`src/rtl/key_pkg.sv`:
```
// Shared types and defaults for the push-button conditioning stage.
package key_pkg;

  typedef enum logic [1:0] {
    RELEASED     = 2'd0,
    PRESS_WAIT   = 2'd1,
    PRESSED      = 2'd2,
    RELEASE_WAIT = 2'd3
  } key_state_t;

  localparam int DEBOUNCE_CYCLES_SIM = 4;

  // Debounced level is "pressed" until the release has been confirmed.
  function automatic logic is_level_state(input key_state_t s);
    return (s == PRESSED) || (s == RELEASE_WAIT);
  endfunction

endpackage

```
`src/rtl/key_conditioner_if.sv`:
```
// Bundle of raw board inputs and conditioned outputs for key_conditioner.
interface key_conditioner_if #(
  parameter int N_KEYS = 4
);
  logic [N_KEYS-1:0] key_raw;
  logic              sw_pause_raw;
  logic [N_KEYS-1:0] key_level;
  logic [N_KEYS-1:0] key_pulse;
  logic              any_pulse;
  logic              pause;

  modport master (
    output key_raw, sw_pause_raw,
    input  key_level, key_pulse, any_pulse, pause
  );

  modport slave (
    input  key_raw, sw_pause_raw,
    output key_level, key_pulse, any_pulse, pause
  );
endinterface

```
`src/rtl/key_debounce.sv`:
```
// One key: polarity fix, two-flop synchronizer, debounce FSM and press pulse.
module key_debounce
  import key_pkg::*;
#(
  parameter int DEBOUNCE_CYCLES = DEBOUNCE_CYCLES_SIM,
  parameter bit ACTIVE_LOW      = 1'b1
) (
  input  logic clk,
  input  logic reset,
  input  logic raw_i,
  input  logic mask_i,
  output logic level_o,
  output logic pulse_o
);

  localparam int CNT_W = $clog2(DEBOUNCE_CYCLES + 1);
  localparam logic [CNT_W-1:0] CNT_MAX = CNT_W'(DEBOUNCE_CYCLES);
  localparam logic [CNT_W-1:0] CNT_ONE = CNT_W'(1);

  logic       pressed_s;
  logic       meta_q;
  logic       sync_q;
  key_state_t state_q, state_d;
  logic [CNT_W-1:0] cnt_q, cnt_d;
  logic       pulse_q, pulse_d;
  logic       level_q;

  assign pressed_s = ACTIVE_LOW ? ~raw_i : raw_i;

  always_ff @(posedge clk) begin
    if (reset) begin
      meta_q  <= 1'b0;
      sync_q  <= 1'b0;
      state_q <= RELEASED;
      cnt_q   <= '0;
      pulse_q <= 1'b0;
      level_q <= 1'b0;
    end else begin
      meta_q  <= pressed_s;
      sync_q  <= meta_q;
      state_q <= state_d;
      cnt_q   <= cnt_d;
      pulse_q <= pulse_d;
      level_q <= is_level_state(state_d);
    end
  end

  // mask_i is the pause value that becomes visible in the same cycle as the pulse.
  always_comb begin
    state_d = state_q;
    cnt_d   = cnt_q;
    pulse_d = 1'b0;
    case (state_q)
      RELEASED: begin
        if (sync_q) begin
          state_d = PRESS_WAIT;
          cnt_d   = CNT_ONE;
        end else begin
          cnt_d   = '0;
        end
      end
      PRESS_WAIT: begin
        if (!sync_q) begin
          state_d = RELEASED;
          cnt_d   = '0;
        end else if (cnt_q >= CNT_MAX) begin
          state_d = PRESSED;
          pulse_d = ~mask_i;
        end else begin
          cnt_d   = cnt_q + CNT_ONE;
        end
      end
      PRESSED: begin
        if (!sync_q) begin
          state_d = RELEASE_WAIT;
          cnt_d   = CNT_ONE;
        end else begin
          cnt_d   = cnt_q;
        end
      end
      RELEASE_WAIT: begin
        if (sync_q) begin
          state_d = PRESSED;
        end else if (cnt_q >= CNT_MAX) begin
          state_d = RELEASED;
          cnt_d   = '0;
        end else begin
          cnt_d   = cnt_q + CNT_ONE;
        end
      end
      default: begin
        state_d = RELEASED;
        cnt_d   = '0;
      end
    endcase
  end

  assign level_o = level_q;
  assign pulse_o = pulse_q;

endmodule

```
`src/rtl/key_conditioner.sv`:
```
// Conditions raw board buttons and the pause switch into clean levels and
// single-cycle press pulses for the downstream LED cells.
module key_conditioner
  import key_pkg::*;
#(
  parameter int N_KEYS          = 4,
  parameter int DEBOUNCE_CYCLES = DEBOUNCE_CYCLES_SIM,
  parameter bit KEY_ACTIVE_LOW  = 1'b1
) (
  input  logic             clk,
  input  logic             reset,
  key_conditioner_if.slave bus
);

  logic              pause_meta_q;
  logic              pause_q;
  logic [N_KEYS-1:0] level_s;
  logic [N_KEYS-1:0] pulse_s;

  always_ff @(posedge clk) begin
    if (reset) begin
      pause_meta_q <= 1'b0;
      pause_q      <= 1'b0;
    end else begin
      pause_meta_q <= bus.sw_pause_raw;
      pause_q      <= pause_meta_q;
    end
  end

  for (genvar g = 0; g < N_KEYS; g++) begin : g_key
    key_debounce #(
      .DEBOUNCE_CYCLES (DEBOUNCE_CYCLES),
      .ACTIVE_LOW      (KEY_ACTIVE_LOW)
    ) u_debounce (
      .clk     (clk),
      .reset   (reset),
      .raw_i   (bus.key_raw[g]),
      .mask_i  (pause_meta_q),
      .level_o (level_s[g]),
      .pulse_o (pulse_s[g])
    );
  end

  // Pulses are masked at their source, so the register outputs are already clean.
  assign bus.key_level = level_s;
  assign bus.key_pulse = pulse_s;
  assign bus.any_pulse = |pulse_s;
  assign bus.pause     = pause_q;

endmodule
```
`src/flat_wrapper.sv`:
```
// flat-port wrapper written by rule: the top's interface ports become plain ports
module key_conditioner_flat import key_pkg::*;
#(
  parameter int N_KEYS          = 4,
  parameter int DEBOUNCE_CYCLES = DEBOUNCE_CYCLES_SIM,
  parameter bit KEY_ACTIVE_LOW  = 1'b1
)
  (clk, reset, bus_key_raw, bus_sw_pause_raw, bus_key_level, bus_key_pulse, bus_any_pulse, bus_pause);
  key_conditioner_if #(.N_KEYS(N_KEYS)) bus_i ();
  input  logic clk;
  input  logic reset;
  input wire logic [$bits(bus_i.key_raw)-1:0] bus_key_raw;
  input wire logic [$bits(bus_i.sw_pause_raw)-1:0] bus_sw_pause_raw;
  output wire logic [$bits(bus_i.key_level)-1:0] bus_key_level;
  output wire logic [$bits(bus_i.key_pulse)-1:0] bus_key_pulse;
  output wire logic [$bits(bus_i.any_pulse)-1:0] bus_any_pulse;
  output wire logic [$bits(bus_i.pause)-1:0] bus_pause;
  assign bus_i.key_raw = bus_key_raw;
  assign bus_i.sw_pause_raw = bus_sw_pause_raw;
  assign bus_key_level = bus_i.key_level;
  assign bus_key_pulse = bus_i.key_pulse;
  assign bus_any_pulse = bus_i.any_pulse;
  assign bus_pause = bus_i.pause;
  key_conditioner #(.N_KEYS(N_KEYS), .DEBOUNCE_CYCLES(DEBOUNCE_CYCLES), .KEY_ACTIVE_LOW(KEY_ACTIVE_LOW)) u_core (.clk(clk), .reset(reset), .bus(bus_i));
endmodule
```
`config.mk`:
```
export PLATFORM = sky130hd
export DESIGN_NAME = key_conditioner_flat
export DESIGN_NICKNAME = d
export VERILOG_FILES = /design/src/rtl/key_pkg.sv /design/src/rtl/key_conditioner_if.sv /design/src/rtl/key_debounce.sv /design/src/rtl/key_conditioner.sv /design/src/flat_wrapper.sv
export SDC_FILE = /design/constraint.sdc
export NUM_CORES = 1
export LEC_CHECK = 0
export ABC_AREA = 1
export CAP_MARGIN = 20
export CELL_PAD_IN_SITES_DETAIL_PLACEMENT = 2
export CELL_PAD_IN_SITES_GLOBAL_PLACEMENT = 2
export CORE_MARGIN = 2
export CORE_UTILIZATION = 32
export CTS_CLUSTER_SIZE = 28
export DETAILED_ROUTE_END_ITERATION = 8
export PLACE_DENSITY = 0.87
export SYNTH_ARGS = -nofsm -noshare
export SYNTH_HDL_FRONTEND = slang
export SYNTH_SLANG_ARGS = --single-unit
```
`constraint.sdc`:
```
create_clock -name clk -period 1.2 [get_ports clk]
set_input_delay 0.24 -clock clk [delete_from_list [all_inputs] [get_ports clk]]
set_output_delay 0.24 -clock clk [all_outputs]
set_load 0.1 [all_outputs]
```
==> metrics <==
Clock Pin Slew Worst Setup and Hold Paths 90 ps; Reg2Reg Depth 6; remaining antenna violation count 0; Starting Density 0.3370; GRT met2 Usage 0.4086; Hold Fails Final Rpt 0; Max clock buf depth 2; port bufs 16; GR met3 Demand/Resource 0.03488; relative slew slack 0.7925; Fillers 595; CTS tree built; CP required 960 ps; initial antenna violation count 0; mean post-synth cell area 7.173 um2; dpl cells 328; dpl ws -196.7 ps; worst-margin pin slew 310.8 ps; CTS H-tree lvls 2; top cells by area, synth dfxtp_1 (41%), nand2_1 (12%), inv_1 (7.8%); TNS Setup -54.69 ps; startpoint types flop; I/O Pins 17; Nets 286; Max FO, Critical Path 2; critical path class reg -> out; # rows 26; Crit. End Element output port; area taken by multi-input logic gates 854.6 um2; router iterations before antenna repair 4; post-synthesis async set-or-reset flop share 0; Tcrit/Tclk final 1.034; post-synthesis register bit count 36; highest attainable clock frequency 0.8056 GHz; Setup WS post-layout -41.29 ps; Hold Path Class reg -> reg; RR Endpoint u_core.g_key[3].u_debounce.cnt_q[1]; Primary FF master, synth dfxtp_1; Clock Latency Late Sink 300 ps; crit path to bus_any_pulse; CTS root buf clkbuf_8; Residual DRC 0; register area share after synthesis 0.4135; Syn Std Cell Area 0.001743 mm2; largest net degree at the start of global routing 16; total length of routed wires 5.931 mm; chip height 77.80 um; most common cell after layout, fill and taps aside nand2_1; final cell count without fillers 341; Clock Skew 14.53 ps; Die X 77.80 um; full die area 0.006053 mm2; GR peak layer met2; worst vdd ir 0.7146 mV; post-synthesis cell count 243; ratio of cells with drive above 1 in the final layout 0.2915; ant diodes 0; # clock sinks 36; Total Routing Usage GR 0.2038; WL/cell 17.39 um; dpl cell area 0.002097 mm2; R2R setup slack 30 ps; arrival time of the worst setup path 1000 ps; Core Box Area 0.005172 mm2; crit path time final 1241 ps; post-synth cell types 22; remaining global-route overflow 0; first-pass GRT wire length 9.487 mm; RSZ-0062 raised after global routing true; CP Launch Point u_core.g_key[3].u_debounce.pulse_o; vias in the first global route 1,910; PwrDens 1049 mW/mm2; Post-synth EDFFs 0; failing checks setup timing; via total after detailed routing 1,648; Synth area leader dfxtp_1; outcome complete, but fails checks; Critical R2R Launch u_core.g_key[3].u_debounce.cnt_q[1]; GRT met1 Usage 0.2118; final setup fails 4; Storage cell area 752.0 um2; utilization after layout 0.4577; Post-Layout Inst Area 0.002367 mm2; Yosys top cell area share 0.4135; DP HPWL 4.049 mm; Vias/cell 4.833; number of max-cap violations 0; Final Slew Violations 0; area grow syn2layout 35.82%; routability cong. 0.7414; first-iteration detailed-routing DRC count 45; yosys warns 0; syn nets 259; CTS Buf Count 5; commonest non-fill, non-tap cells in the layout nand2_1 (52), inv_1 (33), nor2_1 (21), dfxtp_1 (19), buf_4 (16); Leak 1.074 nW
[cell type report]
| cell class | count | share of cell area |
|---|---|---|
| Inverter | 39 | 0.06237 |
| Tap cell | 70 | 0.03700 |
| Clock buffer | 5 | 0.02907 |
| Clock inverter | 3 | 0.01797 |
| Multi-Input combinational cell | 153 | 0.3610 |
| Sequential cell | 36 | 0.3177 |
| Timing Repair Buffer | 35 | 0.1749 |
[synth_stat cells, drive strengths merged (2+ instances only)]
cell and instances:
buf 11, nor3 5, dfxtp 36, a211oi 2, a21oi 15, inv 38, nand2 61, nand3 16
clkbuf 4, nor2 24, nand4 7, ha 9, o21ai 13
[registers in the layout, indices dropped and copies added (netlist names)]
signal                           flops
u_core.g_key.u_debounce.cnt_q       12
u_core.g_key.u_debounce.state_q      8
u_core.g_key.u_debounce.meta_q       4
u_core.g_key.u_debounce.pulse_o      4
u_core.g_key.u_debounce.sync_q       4
u_core.g_key.u_debounce.level_o      2
u_core.bus.pause                     1
u_core.pause_meta_q                  1
[stage by stage]
stage | hold WS, ps | power, mW
global placement | 390.9 | 1.386
floorplan | 306.7 | 1.335
finish | 412.2 | 2.484
detailed placement | 407.9 | 1.398
CTS | 419.9 | 2.480
global route | 421.4 | 2.572
[layer usage]
metal | vias up | wire length [um]
li1 | 804 | -
met1 | 818 | 2303
met2 | 20 | 3449
met3 | 6 | 107
met4 | 0 | 71
met5 | - | 0
[timing repair]
item                                    in CTS  in global routing
endpoints found under the setup margin       7                 11
setup buffers                                3                  2
pin swaps                                    2                  7
hold buffers                                 0                  0
gates resized for setup                     18                 23
[logic make-up (layout without fill, tap and decap cells)]
group / count (synthesis) / in the layout / share of synthesized area
AND/OR/NAND/NOR: 113 / 113 / 0.2857
AO/OA/AOI/OAI: 31 / 31 / 0.09332
adder cells (fa/ha/maj): 9 / 9 / 0.06461
buffers and inverters: 54 / 82 / 0.1429
flip-flops: 36 / 36 / 0.4135
[where the power goes]
group	total, mW	leakage [nW]	switching (mW)	internal, mW
registers	1.23	0.302	0.0237	1.21
logic	0.135	0.718	0.0797	0.0555
clock network	1.12	0.0541	0.501	0.616
total	2.48	1.07	0.604	1.88
[worst min-delay path by stage]
stage	startpoint	to	slack, ps	cells after the start
2_1_floorplan	bus_key_raw[0]	u_core.g_key[0].u_debounce.meta_q	310	1
3_3_place_gp	u_core.g_key[1].u_debounce.meta_q	u_core.g_key[1].u_debounce.sync_q	390	2
3_5_place_dp	u_core.g_key[0].u_debounce.meta_q	u_core.g_key[0].u_debounce.sync_q	410	2
4_1_cts	u_core.g_key[0].u_debounce.meta_q	u_core.g_key[0].u_debounce.sync_q	420	2
5_1_grt	u_core.g_key[1].u_debounce.meta_q	u_core.g_key[1].u_debounce.sync_q	420	2
6_report	u_core.g_key[0].u_debounce.meta_q	u_core.g_key[0].u_debounce.sync_q	410	2
[worst max-delay path: stages (launching register included)]
cell and delay, ps:
dfxtp_4 360, nor2_4 100, nand2_2 70, buf_12 160
Note: power is estimated with default switching activity, not from simulation.
